--- src/rtl/imem_loader_ctrl_pkg.sv ---
// Shared definitions for the instruction-memory loader and its neighbours
// (UART top, debug unit): FSM state encoding, run modes, command bytes and
// the opcode that terminates a program image.
package imem_loader_ctrl_pkg;

  // Command bytes received over the UART.
  localparam logic [7:0] CMD_LOAD = 8'h4C;  // 'L'
  localparam logic [7:0] CMD_RUN  = 8'h52;  // 'R'
  localparam logic [7:0] CMD_STEP = 8'h53;  // 'S'
  localparam logic [7:0] CMD_EXIT = 8'h45;  // 'E'

  // Opcode field (bits 31:26) of the instruction that ends a program.
  localparam logic [5:0] HALT_OPCODE = 6'b111111;

  // Bytes per instruction word on the serial link (big-endian order).
  localparam int WORD_BYTES = 4;

  // Controller state; the encoding is visible on state_dbg.
  typedef enum logic [2:0] {
    ST_IDLE  = 3'd0,
    ST_LOAD  = 3'd1,
    ST_START = 3'd2,
    ST_RUN   = 3'd3,
    ST_STEP  = 3'd4,
    ST_DONE  = 3'd5
  } state_e;

  // How the pipeline is driven once START has reset it.
  typedef enum logic {
    MODE_RUN  = 1'b0,
    MODE_STEP = 1'b1
  } run_mode_e;

endpackage

--- src/rtl/imem_loader_ctrl_word_assembler.sv ---
// imem_word_assembler: collects big-endian bytes into 32-bit words.
// The first three bytes of a word are kept in a shift register; on the
// fourth byte the complete word is presented combinationally together with
// a one-cycle word_valid_o, so the caller can register it on that same edge
// and no byte is ever stalled.
//
// Ports:
//   clka         clock, rising edge
//   reset        synchronous active-high reset
//   clear_i      drop any partial word (start of a new load)
//   byte_valid_i byte_i carries a data byte this cycle
//   byte_i       data byte
//   word_valid_o this byte completes a word
//   word_o       {previous three bytes, byte_i}
module imem_word_assembler
  import imem_loader_ctrl_pkg::*;
(
  input  logic        clka,
  input  logic        reset,
  input  logic        clear_i,
  input  logic        byte_valid_i,
  input  logic [7:0]  byte_i,
  output logic        word_valid_o,
  output logic [31:0] word_o
);

  logic [23:0] shift_q, shift_d;
  logic [1:0]  count_q, count_d;

  assign word_o       = {shift_q, byte_i};
  assign word_valid_o = byte_valid_i && (count_q == 2'(WORD_BYTES - 1));

  // NOTE: every signal written here gets a default first, so no path leaves
  // it unassigned and no latch is inferred.
  always_comb begin
    shift_d = shift_q;
    count_d = count_q;
    if (clear_i) begin
      shift_d = '0;
      count_d = '0;
    end else if (byte_valid_i) begin
      shift_d = word_o[23:0];
      count_d = count_q + 2'd1;  // wraps to 0 after the fourth byte
    end
  end

  // NOTE: state registers use non-blocking assignments so every flop samples
  // the values from before the edge, independent of process order.
  always_ff @(posedge clka) begin
    if (reset) begin
      shift_q <= '0;
      count_q <= '0;
    end else begin
      shift_q <= shift_d;
      count_q <= count_d;
    end
  end

endmodule

--- src/rtl/imem_loader_ctrl.sv ---
// imem_loader_ctrl: loads a program from the UART byte stream into the
// instruction RAM, then runs the pipeline continuously or one cycle per
// step command until a halt instruction retires.
//
// Ports:
//   clka        clock, rising edge
//   reset       synchronous active-high reset; aborts load or run
//   rx_data     received UART byte
//   rx_valid    rx_data valid strobe (one cycle)
//   halt_in     halt instruction reached writeback
//   mem_addr    instruction RAM write address
//   mem_din     instruction RAM write data
//   mem_we      instruction RAM write enable, one pulse per word
//   cpu_en      pipeline/PC enable
//   cpu_rst     pipeline reset pulse
//   prog_loaded a halt-terminated program is resident
//   load_err    load filled the RAM without a halt word
//   done        program has halted
//   state_dbg   current state encoding
module imem_loader_ctrl
  import imem_loader_ctrl_pkg::*;
#(
  parameter int         RAM_WIDTH   = 32,
  parameter int         RAM_DEPTH   = 2048,
  parameter int         ADDR_WIDTH  = 11,
  parameter logic [5:0] HALT_OPCODE = imem_loader_ctrl_pkg::HALT_OPCODE
) (
  input  logic                  clka,
  input  logic                  reset,
  input  logic [7:0]            rx_data,
  input  logic                  rx_valid,
  input  logic                  halt_in,
  output logic [ADDR_WIDTH-1:0] mem_addr,
  output logic [RAM_WIDTH-1:0]  mem_din,
  output logic                  mem_we,
  output logic                  cpu_en,
  output logic                  cpu_rst,
  output logic                  prog_loaded,
  output logic                  load_err,
  output logic                  done,
  output logic [2:0]            state_dbg
);

  localparam logic [ADDR_WIDTH-1:0] LAST_ADDR = ADDR_WIDTH'(RAM_DEPTH - 1);

  state_e                  state_q, state_d;
  run_mode_e               mode_q, mode_d;
  logic [ADDR_WIDTH-1:0]   ptr_q, ptr_d;
  logic [ADDR_WIDTH-1:0]   addr_q, addr_d;
  logic [RAM_WIDTH-1:0]    din_q, din_d;
  logic                    we_q, we_d;
  logic                    loaded_q, loaded_d;
  logic                    err_q, err_d;
  logic                    step_pulse_q, step_pulse_d;

  logic                    asm_clear;
  logic                    word_valid;
  logic [31:0]             word;

  logic cmd_load, cmd_run, cmd_step, cmd_exit;

  assign cmd_load = rx_valid && (rx_data == CMD_LOAD);
  assign cmd_run  = rx_valid && (rx_data == CMD_RUN);
  assign cmd_step = rx_valid && (rx_data == CMD_STEP);
  assign cmd_exit = rx_valid && (rx_data == CMD_EXIT);

  // Only LOAD treats received bytes as data; elsewhere they are commands.
  imem_word_assembler u_asm (
    .clka         (clka),
    .reset        (reset),
    .clear_i      (asm_clear),
    .byte_valid_i (rx_valid && (state_q == ST_LOAD)),
    .byte_i       (rx_data),
    .word_valid_o (word_valid),
    .word_o       (word)
  );

  always_comb begin
    state_d      = state_q;
    mode_d       = mode_q;
    ptr_d        = ptr_q;
    addr_d       = addr_q;
    din_d        = din_q;
    we_d         = 1'b0;
    loaded_d     = loaded_q;
    err_d        = err_q;
    step_pulse_d = 1'b0;
    asm_clear    = 1'b0;

    unique case (state_q)
      ST_IDLE: begin
        if (cmd_load) begin
          state_d   = ST_LOAD;
          ptr_d     = '0;
          loaded_d  = 1'b0;
          err_d     = 1'b0;
          asm_clear = 1'b1;
        end else if ((cmd_run || cmd_step) && loaded_q) begin
          state_d = ST_START;
          mode_d  = cmd_step ? MODE_STEP : MODE_RUN;
        end
      end

      ST_LOAD: begin
        if (word_valid) begin
          we_d   = 1'b1;
          din_d  = word;
          addr_d = ptr_q;
          ptr_d  = ptr_q + ADDR_WIDTH'(1);
          // A halt word is written like any other and closes the program;
          // a non-halt word in the last slot means the image does not fit.
          if (word[31:26] == HALT_OPCODE) begin
            state_d  = ST_IDLE;
            loaded_d = 1'b1;
          end else if (ptr_q == LAST_ADDR) begin
            state_d  = ST_IDLE;
            err_d    = 1'b1;
            loaded_d = 1'b0;
          end
        end
      end

      ST_START: begin
        state_d = (mode_q == MODE_STEP) ? ST_STEP : ST_RUN;
      end

      ST_RUN: begin
        if (halt_in) state_d = ST_DONE;
      end

      ST_STEP: begin
        // halt_in wins over a step command arriving in the same cycle.
        if (halt_in) begin
          state_d = ST_DONE;
        end else if (cmd_step) begin
          step_pulse_d = 1'b1;
        end else if (cmd_exit) begin
          state_d = ST_IDLE;
        end
      end

      ST_DONE: begin
        if (cmd_run) begin
          state_d = ST_START;
          mode_d  = MODE_RUN;
        end else if (cmd_step) begin
          state_d = ST_START;
          mode_d  = MODE_STEP;
        end else if (cmd_load) begin
          state_d   = ST_LOAD;
          ptr_d     = '0;
          loaded_d  = 1'b0;
          err_d     = 1'b0;
          asm_clear = 1'b1;
        end
      end

      default: state_d = ST_IDLE;
    endcase
  end

  always_ff @(posedge clka) begin
    if (reset) begin
      state_q      <= ST_IDLE;
      mode_q       <= MODE_RUN;
      ptr_q        <= '0;
      addr_q       <= '0;
      din_q        <= '0;
      we_q         <= 1'b0;
      loaded_q     <= 1'b0;
      err_q        <= 1'b0;
      step_pulse_q <= 1'b0;
    end else begin
      state_q      <= state_d;
      mode_q       <= mode_d;
      ptr_q        <= ptr_d;
      addr_q       <= addr_d;
      din_q        <= din_d;
      we_q         <= we_d;
      loaded_q     <= loaded_d;
      err_q        <= err_d;
      step_pulse_q <= step_pulse_d;
    end
  end

  assign mem_addr    = addr_q;
  assign mem_din     = din_q;
  assign mem_we      = we_q;
  assign cpu_en      = (state_q == ST_RUN) || step_pulse_q;
  assign cpu_rst     = (state_q == ST_START);
  assign prog_loaded = loaded_q;
  assign load_err    = err_q;
  assign done        = (state_q == ST_DONE);
  assign state_dbg   = state_q;

endmodule

--- config.mk ---
export PLATFORM = sky130hd
export DESIGN_NAME = imem_loader_ctrl
export DESIGN_NICKNAME = d
export VERILOG_FILES = /design/src/rtl/imem_loader_ctrl_pkg.sv /design/src/rtl/imem_loader_ctrl_word_assembler.sv /design/src/rtl/imem_loader_ctrl.sv
export SDC_FILE = /design/constraint.sdc
export NUM_CORES = 1
export LEC_CHECK = 0
export BUFFER_PORTS_ARGS = -buffer_cell sky130_fd_sc_hd__buf_2
export CAP_MARGIN = 20
export CORE_ASPECT_RATIO = 1.5
export CORE_MARGIN = 3
export CORE_UTILIZATION = 45
export CTS_CLUSTER_DIAMETER = 150
export CTS_CLUSTER_SIZE = 10
export DETAILED_ROUTE_END_ITERATION = 16
export PLACE_DENSITY_LB_ADDON = 0.3
export SKIP_CTS_REPAIR_TIMING = 1
export SYNTH_ARGS = -nofsm -noshare
export SYNTH_HDL_FRONTEND = slang
export SYNTH_SLANG_ARGS = --single-unit
--- constraint.sdc ---
create_clock -name clka -period 2.7 [get_ports clka]
set_input_delay 0.54 -clock clka [delete_from_list [all_inputs] [get_ports clka]]
set_output_delay 0.54 -clock clka [all_outputs]
set_load 0.02 [all_outputs]
==> impl_metrics.yaml <==
clock_network:
  clock_sinks: 88
  htree_levels: 3
  tritoncts: "done"
  root_buffer: "clkbuf_16"
  clockBufferDepth: 2
  cts_buffers: 9
  path_clk_slew_ns: 0.06
  clk_latency_ns: 0.33
global_route:
  grt_pass1_wl_mm: 13.2
  grt_max_degree: 29
  grt_pass1_vias: 2845
  grtUsageTotal_pct: 18.2
  overflow: 0
  antenna_found_initial: 0
synthesis:
  synth.top_cell.area_share_pct: 48.5
  synth.avg_cell_area_um2: 8.09
  yosys_warnings: 0
  synth_area_leaders: "dfxtp_1 (49%), nand2_1 (15%), a21oi_1 (10%)"
  ys_ff_latch: 88
  syn_nets: 463
  synthArstFlopShare_pct: 0
  ys.flop_type: "dfxtp_1"
  synth_area_um2: 3630
  synthDistinctLibCells: 55
  synth-edff-count: 0
  postSynthCellCount: 449
  yosys.area.top_type: "dfxtp_1"
  ys_seq_area_share_pct: 48.5
place:
  place_hpwl_mm: 5.51
  io_buffers: 63
  gp_congestion: 0.863
  place_inst: 592
worst_setup_path:
  max_stage_delay_ns: 0.56
  critPathArrivalTime_ns: 1.80
  slowest_stage: "dfxtp_1"
  path_cells: "nor2b_1 > and2_1 > or2_2 > buf_2"
  critPathMaxFanout: 15
  path_delay_family: "simple AND/OR/NAND/NOR gates"
  start_kind: "flip-flop"
  critical_path_class: "reg2out"
  crit_required_ns: 2.16
  worstSetupEndpointType: "output port"
  cp.buffers_inverters: 1
cells_and_area:
  fillerInstances: 767
  final_nets: 515
  areaGrowthSynthToFinish_pct: 18.1
  final_cells: 607
  multi_input_area_um2: 1700
  drive_above_1_share_pct: 19.6
  diodes: 0
  regArea_um2: 1760
pwr:
  p_leak_nw: 1.63
  power_density_nw_per_um2: 688
  peakVddDrop_mv: 0.415
sta:
  skew_ns: 0.00364
  slew_viol_final: 0
  hold_viol: 0
  setup_viol: 0
  max_freq_mhz: 426
  rsz0062_at_grt: "no"
  worstMarginPinSlew_ns: 0.844
  max_slew_margin_pct: 43.4
  finalSetupTns_ns: 0
  fin_crit_sh_pct: 86.8
  period_needed_ns: 2.34
route:
  wirelength_mm: 7.81
  post_drt_wl_per_cell_um: 12.9
  routed_via_density: 5.11
  vias: 3103
  antenna_left: 0
  drt_iter0_markers: 192
  drtPass1Iterations: 4
  drcViolationCount: 0
min_path:
  holdCritPathClass: "reg2reg"
floorplan:
  initial_utilization_pct: 47.1
  rows: 39
  coreArea_um2: 7710
  die-area_um2: 9210
  die_w_um: 79.3
  die_h_um: 116
  ios: 64
run_status:
  status: "finished, final reports clean"
job:
  drv_cap: 0
worst min-delay path, cell delays in order (launching register included):
cell and delay (ns):
dfxtp_1 0.30, nand2_1 0.05, a21oi_1 0.05
cell usage in the layout (no fill, tap or decap), types with 3 or more instances in the layout:
| cell type | instances |
|---|---|
| a21oi_1 | 73 |
| and2_1 | 3 |
| buf_2 | 63 |
| buf_4 | 8 |
| clkbuf_16 | 9 |
| dfxtp_1 | 88 |
| inv_1 | 3 |
| mux2_1 | 3 |
| nand2_1 | 144 |
| nand3_1 | 6 |
| nand4_1 | 5 |
| nor2_1 | 24 |
| nor2b_1 | 4 |
| nor3_1 | 6 |
| xnor2_1 | 10 |
power by group:
| group | internal [W] | switching (W) | leakage, nW |
|---|---|---|---|
| clock | 0.000735 | 0.000469 | 0.139 |
| sequential | 0.00132 | 0.0000396 | 0.709 |
| combinational | 0.000136 | 0.000244 | 0.778 |
| total | 0.00220 | 0.000752 | 1.63 |
per-layer routing:
layer	vias up	share of wire [%]	wire (um)	GRT usage, %
met4	0	1.8	141	10.2
li1	1609	-	-	-
met1	1422	45	3490	23.1
met2	62	49	3850	28.6
met3	10	4.1	322	3.89
met5	-	0	0	0
kinds of logic (layout without fill, tap and decap cells):
family,after synthesis,after routing,share of synthesized area (%)
AND/OR/NAND/NOR,220,220,28.4
multiplexers,4,4,1.21
buffers and inverters,34,90,4.62
flip-flops,88,88,48.5
AO/OA/AOI/OAI,91,91,14.1
adder cells (fa/ha/maj),2,2,0.689
XOR/XNOR,10,10,2.41
sequential cells by signal (all words and copies together) (netlist names):
signal,cells
u_asm.count_q,2
mode_q,1
mem_addr,11
u_asm.shift_q,24
state_dbg,3
load_err,1
ptr_q,11
step_pulse_q,1
mem_din,32
mem_we,1
prog_loaded,1
stage by stage:
stage | power, W | util [%] | worst slack, ns | hold WS, ns | area, um2
2_1_floorplan | 0.00169 | - | 0.904 | 0.432 | 3630
3_3_place_gp | 0.00177 | 51.8 | 0.583 | 0.443 | 4000
3_5_place_dp | 0.00177 | 51.8 | 0.549 | 0.446 | 4000
4_1_cts | 0.00298 | 55.6 | 0.327 | 0.453 | 4290
5_1_grt | 0.00308 | 55.6 | 0.216 | 0.475 | 4290
6_report | 0.00295 | 55.6 | 0.355 | 0.448 | 4290
Yosys cell counts, types with 3 or more instances:
cell type and instances:
nand2_1 144, dfxtp_1 88, a21oi_1 73, nor2_1 24, buf_2 20, xnor2_1 10
clkbuf_1 9, nand3_1 6, nor3_1 6, nand4_1 5, nor2b_1 4, and2_1 3
inv_1 3, mux2_1 3
final timing paths:
path	from	endpoint	slack, ns	depth (start not counted)
hold / removal	mem_addr[3]$_SDFFE_PP0P_	mem_addr[3]$_SDFFE_PP0P_	0.45	2
setup reg to reg	state_dbg[0]$_SDFFE_PP0P_	ptr_q[3]$_SDFFE_PP0P_	0.54	5
setup / recovery	state_dbg[0]$_SDFFE_PP0P_	cpu_en	0.36	4
hold reg to reg	mem_addr[3]$_SDFFE_PP0P_	mem_addr[3]$_SDFFE_PP0P_	0.45	2
cell type report:
class	count	share of cell area, %
multi-input cells	327	39.7
flip-flops and latches	88	41.1
clock inverters	3	0.992
well taps	102	2.98
clock buffers	12	5.75
repair buffers	72	9.22
inverters	3	0.263
No activity file was read; power rests on OpenSTA's default activity.
